**config.mk**
```make
export PLATFORM = sky130hd
export DESIGN_NAME = multdiv_iterative
export DESIGN_NICKNAME = d
export VERILOG_FILES = /design/src/rtl/multdiv_pkg.sv /design/src/rtl/multdiv_counter.sv /design/src/rtl/multdiv_iterative.sv
export SDC_FILE = /design/constraint.sdc
export NUM_CORES = 1
export LEC_CHECK = 0
export BUFFER_PORTS_ARGS = -buffer_cell sky130_fd_sc_hd__buf_2
export CORE_MARGIN = 2
export CORE_UTILIZATION = 40
export DETAILED_ROUTE_END_ITERATION = 7
export MAX_ROUTING_LAYER = met4
export PLACE_DENSITY = 0.59
export SLEW_MARGIN = 20
export SYNTH_ARGS = -nofsm -noshare
export SYNTH_HDL_FRONTEND = slang
export SYNTH_SLANG_ARGS = --single-unit
```
**constraint.sdc**
```tcl
create_clock -name clk -period 15.1 [get_ports clk]
set_input_delay 0.755 -clock clk [delete_from_list [all_inputs] [get_ports clk]]
set_output_delay 0.755 -clock clk [all_outputs]
set_load 0.05 [all_outputs]
```
**src/rtl/multdiv_pkg.sv**
```systemverilog
// Shared constants, FSM state encoding and helpers for the iterative multiplier/divider.
package multdiv_pkg;

   localparam int unsigned WIDTH = 32;
   localparam int unsigned ITER  = 32;
   localparam int unsigned CNT_W = 6;

   typedef enum logic [1:0] {
      StIdle = 2'd0,
      StMult = 2'd1,
      StDiv  = 2'd2,
      StDone = 2'd3
   } state_e;

   // Magnitude of a two's-complement word; 0x80000000 maps to 2^31 read as unsigned.
   function automatic logic [WIDTH-1:0] abs_val(input logic [WIDTH-1:0] v);
      return v[WIDTH-1] ? -v : v;
   endfunction

endpackage

```
**src/rtl/multdiv_counter.sv**
```systemverilog
// Iteration counter: synchronous clear/enable, flags the last iteration (count == ITER-1).
module multdiv_counter
   import multdiv_pkg::*;
(
   input  logic clk,
   input  logic reset,
   input  logic i_clear,
   input  logic i_enable,
   output logic o_terminal
);

   logic [CNT_W-1:0] r_count;

   // Count iterations; a start (clear) restarts from zero.
   always_ff @(posedge clk) begin
      if (reset || i_clear) begin
         r_count <= '0;
      end else if (i_enable) begin
         r_count <= r_count + CNT_W'(1);
      end
   end

   assign o_terminal = (r_count == CNT_W'(ITER - 1));

endmodule

```
**src/rtl/multdiv_iterative.sv**
```systemverilog
// Iterative signed 32-bit multiply (shift-add) and divide (restoring) unit.
// A start edge latches the raw operands, the next cycle converts them to magnitudes,
// then 32 iterations run; the result is registered on the edge that enters DONE.
module multdiv_iterative
   import multdiv_pkg::*;
(
   input  logic        clk,
   input  logic        reset,
   input  logic [31:0] data_operandA,
   input  logic [31:0] data_operandB,
   input  logic        ctrl_MULT,
   input  logic        ctrl_DIV,
   output logic [31:0] data_result,
   output logic        data_exception,
   output logic        data_resultRDY
);

   state_e r_state;
   state_e w_state_nxt;

   logic                 r_prep;      // magnitude-conditioning cycle pending
   logic [WIDTH-1:0]     r_a;         // dividend magnitude, shifted into quotient
   logic [WIDTH-1:0]     r_b;         // multiplier (shifted right) or divisor
   logic [2*WIDTH-1:0]   r_mcand;     // multiplicand, shifted left each iteration
   logic [2*WIDTH-1:0]   r_acc;       // product magnitude accumulator
   logic [WIDTH-1:0]     r_rem;       // partial remainder
   logic                 r_neg;       // result sign
   logic                 r_div_zero;
   logic [WIDTH-1:0]     r_result;
   logic                 r_exc;

   logic                 w_start;
   logic                 w_busy;
   logic                 w_iter;
   logic                 w_terminal;
   logic [2*WIDTH-1:0]   w_acc_nxt;
   logic [WIDTH:0]       w_rem_shift;
   logic [WIDTH:0]       w_rem_diff;
   logic                 w_q_bit;
   logic [WIDTH-1:0]     w_rem_nxt;
   logic [WIDTH-1:0]     w_q_nxt;
   logic [2*WIDTH-1:0]   w_prod;
   logic [WIDTH-1:0]     w_quot;
   logic [WIDTH-1:0]     w_fin_result;
   logic                 w_fin_exc;

   assign w_start = ctrl_MULT | ctrl_DIV;
   assign w_busy  = (r_state == StMult) || (r_state == StDiv);
   assign w_iter  = w_busy && !r_prep;

   multdiv_counter u_counter (
      .clk        (clk),
      .reset      (reset),
      .i_clear    (w_start),
      .i_enable   (w_iter),
      .o_terminal (w_terminal)
   );

   // One shift-add step and one restoring-division step.
   assign w_acc_nxt   = r_b[0] ? (r_acc + r_mcand) : r_acc;
   assign w_rem_shift = {r_rem, r_a[WIDTH-1]};
   assign w_rem_diff  = w_rem_shift - {1'b0, r_b};
   assign w_q_bit     = ~w_rem_diff[WIDTH];
   assign w_rem_nxt   = w_q_bit ? w_rem_diff[WIDTH-1:0] : w_rem_shift[WIDTH-1:0];
   assign w_q_nxt     = {r_a[WIDTH-2:0], w_q_bit};

   // Sign fix-up and exception detection on the final iteration's values.
   assign w_prod = r_neg ? -w_acc_nxt : w_acc_nxt;
   assign w_quot = r_neg ? -w_q_nxt : w_q_nxt;

   // Select the completed result for the operation in flight.
   always_comb begin
      w_fin_result = '0;
      w_fin_exc    = 1'b0;
      if (r_state == StMult) begin
         w_fin_result = w_prod[WIDTH-1:0];
         w_fin_exc    = ~((&w_prod[2*WIDTH-1:WIDTH-1]) | ~(|w_prod[2*WIDTH-1:WIDTH-1]));
      end else if (r_div_zero) begin
         w_fin_result = '0;
         w_fin_exc    = 1'b1;
      end else begin
         w_fin_result = w_quot;
         // A positive quotient of 2^31 only arises from 0x80000000 / -1.
         w_fin_exc    = ~r_neg & w_q_nxt[WIDTH-1];
      end
   end

   // State register.
   always_ff @(posedge clk) begin
      if (reset) begin
         r_state <= StIdle;
      end else begin
         r_state <= w_state_nxt;
      end
   end

   // Next state: a start pulse wins from any state, multiply over divide.
   always_comb begin
      w_state_nxt = r_state;
      if (ctrl_MULT) begin
         w_state_nxt = StMult;
      end else if (ctrl_DIV) begin
         w_state_nxt = StDiv;
      end else begin
         unique case (r_state)
            StIdle:         w_state_nxt = StIdle;
            StMult, StDiv:  w_state_nxt = (!r_prep && w_terminal) ? StDone : r_state;
            StDone:         w_state_nxt = StIdle;
            default:        w_state_nxt = StIdle;
         endcase
      end
   end

   // Datapath: latch on start, condition operands, iterate, capture result at completion.
   always_ff @(posedge clk) begin
      if (reset) begin
         r_prep     <= 1'b0;
         r_a        <= '0;
         r_b        <= '0;
         r_mcand    <= '0;
         r_acc      <= '0;
         r_rem      <= '0;
         r_neg      <= 1'b0;
         r_div_zero <= 1'b0;
         r_result   <= '0;
         r_exc      <= 1'b0;
      end else if (w_start) begin
         r_a    <= data_operandA;
         r_b    <= data_operandB;
         r_prep <= 1'b1;
      end else if (w_busy) begin
         if (r_prep) begin
            r_prep     <= 1'b0;
            r_a        <= abs_val(r_a);
            r_b        <= abs_val(r_b);
            r_mcand    <= {{WIDTH{1'b0}}, abs_val(r_a)};
            r_neg      <= r_a[WIDTH-1] ^ r_b[WIDTH-1];
            r_div_zero <= (r_b == '0);
            r_acc      <= '0;
            r_rem      <= '0;
         end else begin
            if (r_state == StMult) begin
               r_acc   <= w_acc_nxt;
               r_mcand <= r_mcand << 1;
               r_b     <= {1'b0, r_b[WIDTH-1:1]};
            end else begin
               r_a   <= w_q_nxt;
               r_rem <= w_rem_nxt;
            end
            if (w_terminal) begin
               r_result <= w_fin_result;
               r_exc    <= w_fin_exc;
            end
         end
      end
   end

   assign data_result    = r_result;
   assign data_exception = r_exc;
   assign data_resultRDY = (r_state == StDone);

endmodule

```
# After elaboration in Yosys (flattened, before gate mapping)
# Index checks and enable logic that the tools add are counted.
dict set report word_totals {
  word_cells 92
  reg_bits 268
  output_inout_bits 34
  in_bits 68
}
dict set report op_classes {
  reduce_logical 22
  n_bitwise 10
  eq_ne 9
  add_sub_neg 7
  mux 30
}
# cell n
set ops {}
lappend ops {{2-to-1 mux 32 bit} 16}
lappend ops {{2-to-1 mux 64 bit} 6}
lappend ops {{negator 32 bit} 3}
lappend ops {{adder 64 bit} 1}
lappend ops {{negator 64 bit} 1}
lappend ops {{AND reduction 33 bit} 1}
lappend ops {{OR reduction 33 bit} 1}
lappend ops {{subtractor 33 x 32 -> 33 bit} 1}
lappend ops {{zero test 32 bit} 1}
lappend ops {{AND reduction 3 bit} 4}
lappend ops {{adder 6 x 1 -> 6 bit, second input constant} 1}
lappend ops {{equality test 6 x 5 -> 1 bit, second input constant} 1}
lappend ops {{NOT 1 bit} 6}
lappend ops {{OR reduction 2 bit} 3}
lappend ops {{2-to-1 mux 1 bit} 5}
lappend ops {{equality test 2 bit, second input constant} 2}
lappend ops {{2-to-1 mux 2 bit} 2}
lappend ops {{!= test 4 bit, second input constant} 1}
lappend ops {{one-hot mux 2 bit (2 select lines)} 1}
lappend ops {{AND reduction 2 bit} 2}
lappend ops {{AND reduction 4 bit} 1}
lappend ops {{nonzero test 2 bit} 2}
lappend ops {{!= test 3 x 1 -> 1 bit, second input constant} 1}
lappend ops {{!= test 3 x 2 -> 1 bit, second input constant} 1}
lappend ops {{other kinds (11)} 14}

# Longest topological paths before layout
dict set report logic_depth {
  depth_word 9
  depth_mapped 26
  ltp_nobuf 24
}

# Modules after synthesis
# From an unflattened synthesis, not the netlist that was laid out.
dict set report unflattened {
  hier_cells 3013
  area_unflattened_um2 21814.7
}
# module area_per_inst_um2 seq_area_each_um2 n_inst cells_each
set modules_own_cells {}
lappend modules_own_cells {multdiv_iterative 21555.7 5245.0 1 2985}
lappend modules_own_cells {multdiv_counter 259.0 120.1 1 28}

# Worst setup path before layout
# Ideal clock, no wire load.
dict set report synth_path {
  path_type {flip-flop to flip-flop}
  from {reg r_b[2]}
  to {reg r_result[30], in the netlist data_result[30]}
  stages_incl_launch_ff 27
  t_arrival_ps 5501
  required_ps 14968
  period_less_slack_ps 5633
  path_buffers 3
  setup_time_ps 132
  path_slack_ps 9467
  path_cell_list {dfxtp_1 clkbuf_1 inv_1 ha_1 nor2b_1 o21a_1 o21ai_0 a21oi_1 a221o_1 a211o_1 a31oi_1 a211oi_1 nor3_1 o31ai_1 a21oi_1 xnor2_1 clkinv_1 clkbuf_1 buf_1 ha_1 nand3_1 or2_2 or2_2 o21ai_0 xnor2_1 a221oi_1 nor3_1}
}
dict set report synth_between {
  elab_chain_len 6
}
# element line_no
set synth_rtl {}
lappend synth_rtl {{start: declaration} multdiv_iterative.sv:23} ;# logic [WIDTH-1:0] r_b;
lappend synth_rtl {{start signal: assignment} multdiv_iterative.sv:129} ;# r_b <= data_operandB;
lappend synth_rtl {{start signal: assignment} multdiv_iterative.sv:135} ;# r_b <= abs_val(r_b);
lappend synth_rtl {{start signal: assignment} multdiv_iterative.sv:145} ;# r_b <= {1'b0, r_b[WIDTH-1:1]};
lappend synth_rtl {{subtractor 33 x 32 -> 33 bit} multdiv_iterative.sv:62} ;# assign w_rem_diff = w_rem_shift - {1'b0, r_b};
lappend synth_rtl {{NOT 1 bit} multdiv_iterative.sv:63} ;# assign w_q_bit = ~w_rem_diff[WIDTH];
lappend synth_rtl {{negator 32 bit} multdiv_iterative.sv:69} ;# assign w_quot = r_neg ? -w_q_nxt : w_q_nxt;
lappend synth_rtl {{2-to-1 mux 32 bit} multdiv_iterative.sv:69}
lappend synth_rtl {{2-to-1 mux 32 bit} multdiv_iterative.sv:78} ;# end else if (r_div_zero) begin
lappend synth_rtl {{2-to-1 mux 32 bit} multdiv_iterative.sv:75} ;# if (r_state == StMult) begin
lappend synth_rtl {{end signal: assignment} multdiv_iterative.sv:151} ;# r_result <= w_fin_result;
lappend synth_rtl {{end: declaration} multdiv_iterative.sv:29} ;# logic [WIDTH-1:0] r_result;
# No other way between the ends.
# A chain may end at the register's enable or synchronous reset.

# Worst setup path after layout
dict set report layout_path {
  from {reg r_acc[0]}
  to {reg r_exc, in the netlist data_exception}
}
dict set report layout_between {
  elab_chain_len 9
  word_cells_on_any_way 10
  classes_between {2 x add/sub; 3 x mux; 3 x bitwise; 2 x reduce/logical}
}
# element line_no
set layout_rtl {}
lappend layout_rtl {{start: declaration} multdiv_iterative.sv:25} ;# logic [2*WIDTH-1:0] r_acc;
lappend layout_rtl {{start signal: assignment} multdiv_iterative.sv:143} ;# r_acc <= w_acc_nxt;
lappend layout_rtl {{adder 64 bit} multdiv_iterative.sv:60} ;# assign w_acc_nxt = r_b[0] ? (r_acc + r_mcand) : r_acc;
lappend layout_rtl {{2-to-1 mux 64 bit (*)} multdiv_iterative.sv:60}
lappend layout_rtl {{negator 64 bit} multdiv_iterative.sv:68} ;# assign w_prod = r_neg ? -w_acc_nxt : w_acc_nxt;
lappend layout_rtl {{2-to-1 mux 64 bit (*)} multdiv_iterative.sv:68}
lappend layout_rtl {{OR reduction 33 bit} multdiv_iterative.sv:77} ;# w_fin_exc = ~((&w_prod[2*WIDTH-1:WIDTH-1]) | ~(|w_prod[2*WIDTH-1:WIDTH-1]));
lappend layout_rtl {{NOT 1 bit} multdiv_iterative.sv:77}
lappend layout_rtl {{OR 1 bit (*)} multdiv_iterative.sv:77}
lappend layout_rtl {{NOT 1 bit (*)} multdiv_iterative.sv:77}
lappend layout_rtl {{2-to-1 mux 1 bit (*)} multdiv_iterative.sv:75}
lappend layout_rtl {{end signal: assignment} multdiv_iterative.sv:152} ;# r_exc <= w_fin_exc;
lappend layout_rtl {{end: declaration} multdiv_iterative.sv:30} ;# logic r_exc;
# Mark *: on every way between the ends. The rest lies on a longest branch, timed or not.

==> results.sh <==
export IMPL_status="finished, final reports clean"
export IMPL_slew_violations=0
export IMPL_crit_path_start_kind="register"
export IMPL_ys_ff_latch=268
export IMPL_seq_area_sq_um=5370
export IMPL_rr_startpoint="r_acc[0]"
export IMPL_dr_pass1_iters=5
export IMPL_fin_crit_sh=0.429
export IMPL_hold_viol_final=0
export IMPL_grt_pass1_wl_mm=124
export IMPL_powerDensity_nw_per_um2=84.6
export IMPL_holdCritStartpoint="ctrl_MULT"
export IMPL_r2r_cells=19
export IMPL_dpl_cell_area_sq_um=22400
export IMPL_final_common_cell="nor2_1"
export IMPL_clk_pin_slew_ps=60
export IMPL_min_path_cells=2
export IMPL_startpoint="r_acc[0]"
export IMPL_endpoint_kind="register"
export IMPL_synth_warning_count=0
export IMPL_clock_skew_final_ps=36.9
export IMPL_slew_headroom=0.270
export IMPL_pre_cts_slack_ps=8830
export IMPL_synth_distinct_cells=87
export IMPL_synth_xor_area_frac=0.0564
export IMPL_drc=0
export IMPL_place_congestion=0.949
export IMPL_path_max_fanout=11
export IMPL_initial_utilization=0.403
export IMPL_die_area_sq_um=55900
export IMPL_antenna_found_initial=1
export IMPL_routed_wl_mm=78.7
export IMPL_synthAdderAreaFrac=0.0609
export IMPL_fill_cells=5491
export IMPL_synth_area_sq_um=21600
export IMPL_num_antenna_cells=0
export IMPL_timing_worst_slew_pin_value_ps=1100
export IMPL_rsz0062_at_grt="no"
export IMPL_synth_top_family_by_area="compound AO/OA/AOI/OAI gates"
export IMPL_grt_total_usage=0.281
export IMPL_cts_buffer_depth=3
export IMPL_cts_tree="built"
export IMPL_ctsResizeCount=0
export IMPL_io_pins=102
export IMPL_period_minus_slack_ps=6480
export IMPL_cts_buffers=36
export IMPL_wl_per_cell_microns=21.4
export IMPL_hp_class="in -> reg"
export IMPL_cts_setup_buffers=0
export IMPL_syn2layout_area_growth_pct=10.2
export IMPL_die_width_microns=236
export IMPL_tns_ps=0
export IMPL_synth_cells=3013
export IMPL_cts_root_buf="clkbuf_16"
export IMPL_required_ps=15540
export IMPL_cts_sinks=268
export IMPL_drtAntennaViolNets=0
export IMPL_drtIter0Drc=2454
export IMPL_seq_area_frac_synth=0.248
export IMPL_synth_flop_cell="dfxtp_1"
export IMPL_grt_pass1_vias=21500
export IMPL_multiInputGateArea_sq_um=15100
export IMPL_synth_area_mux_share=0.00614
export IMPL_avgViaCountPerCell=6.34
export IMPL_drv_cap=0
export IMPL_via_count=23400
export IMPL_layout_common_cells="nor2_1, nand2_1, dfxtp_1"
export IMPL_synth_avg_cell_area_sq_um=7.17
export IMPL_power_leakage_nw=9.01
export IMPL_cp_arrival_ps=6920
export IMPL_synth_net_count=3185
export IMPL_htree_levels=2
export IMPL_nNetsFinal=3130
export IMPL_clock_latency_ps=570
export IMPL_final_area_sq_um=23800
export IMPL_synth_edf_count=0
export IMPL_worst_slack_ps=8620
export IMPL_max_freq_mhz=154
export IMPL_rows=85
export IMPL_synth_compound_area_frac=0.310
export IMPL_die_h_microns=236
export IMPL_grt_overflow=0
export IMPL_synthArstFlopShare=0
export IMPL_final_layout_size_suffix_gt1_frac=0.0908
export IMPL_vdd_drop_max_mv=0.0693
export IMPL_port_buffers=101
export IMPL_dp_hpwl_mm=56.7
export IMPL_finalSetupViolations=0
export IMPL_yosys_area_share_simple=0.265
export IMPL_grt_max_degree=85
export IMPL_core_sq_um=53600
export IMPL_ctsHoldBuffers=0
export IMPL_critical_path_class="reg -> reg"
layer usage:
metal  part of all wire  GRT usage
met1               0.48      0.406
met2               0.43      0.414
met3              0.076     0.0428
met4              0.015     0.0547
met5                  0          -
Yosys cell counts, types with 33 or more instances:
library cell	count	area, sq um
a221oi_1	45	394
or3_1	57	357
o31ai_1	33	248
a22oi_1	103	773
xor2_1	49	429
nand4_1	47	294
a21o_1	38	285
clkbuf_1	210	788
a21oi_1	215	1080
inv_1	74	278
nor2_1	409	1540
xnor2_1	90	788
nor3_1	138	691
nand2_1	282	1060
dfxtp_1	268	5370
o21ai_0	198	991
nand3_1	76	380
o211ai_1	46	345
ha_1	102	1280
state kept, by name, summed over array words and instances (netlist names):
signal and count:
r_a 32, r_div_zero 1, data_result 32, u_counter.r_count 6
r_state 2, r_acc 64, r_b 32, r_mcand 64
r_neg 1, r_prep 1, r_rem 32, data_exception 1
power by group:
part           switching [W]  internal, W
clock               0.000358     0.000623
combinational       0.000191    0.0000922
sequential         0.0000275     0.000722
total               0.000576      0.00144
layout make-up:
cell class                      instances  area share
Clock inverter                         16      0.0115
Multi-Input combinational cell       2437       0.635
Clock buffer                           50      0.0456
Tap cell                              696      0.0366
Inverter                               77      0.0121
Sequential cell                       268       0.226
Timing Repair Buffer                  138      0.0333
per-stage QoR:
stage / cells / utilization / total power (W) / hold slack (ps)
floorplan: 3013 / - / 0.000955 / 449
global placement: 3616 / 0.419 / 0.00104 / 460
detailed placement: 3616 / 0.419 / 0.00104 / 469
CTS: 3682 / 0.444 / 0.00203 / 402
global route: 3682 / 0.444 / 0.00209 / 419
finish: 3682 / 0.444 / 0.00201 / 421
cell families after synthesis:
kind of cell / count (synthesis)
fa+ha+maj: 104
buf+inv: 308
simple gates: 1205
mux: 13
flops: 268
xor+xnor: 139
compound gates: 976
worst max-delay path, stage by stage, from the launching register on:
cell       delay [ps]
dfxtp_1           330
ha_1              230
inv_1              80
fa_1              260
nor2b_4            60
o31a_4            320
o31ai_2           470
a41o_1            400
a21o_1            270
a211oi_1          110
a211oi_1          750
nand4_1           440
nor3_1            490
nand4_1           530
or4b_1            630
a21oi_1           150
o2111ai_1         150
or4_1             430
o211ai_1          190
nand2_1            70
path summary, 6_finish.rpt:
kind | end | slack, ps
worst max-delay path | data_exception | 8620
worst min-delay path | r_state[1] | 420
worst max register to register | data_exception | 8620
worst min register to register | r_mcand[7] | 480
No activity file was read; power rests on OpenSTA's default activity.
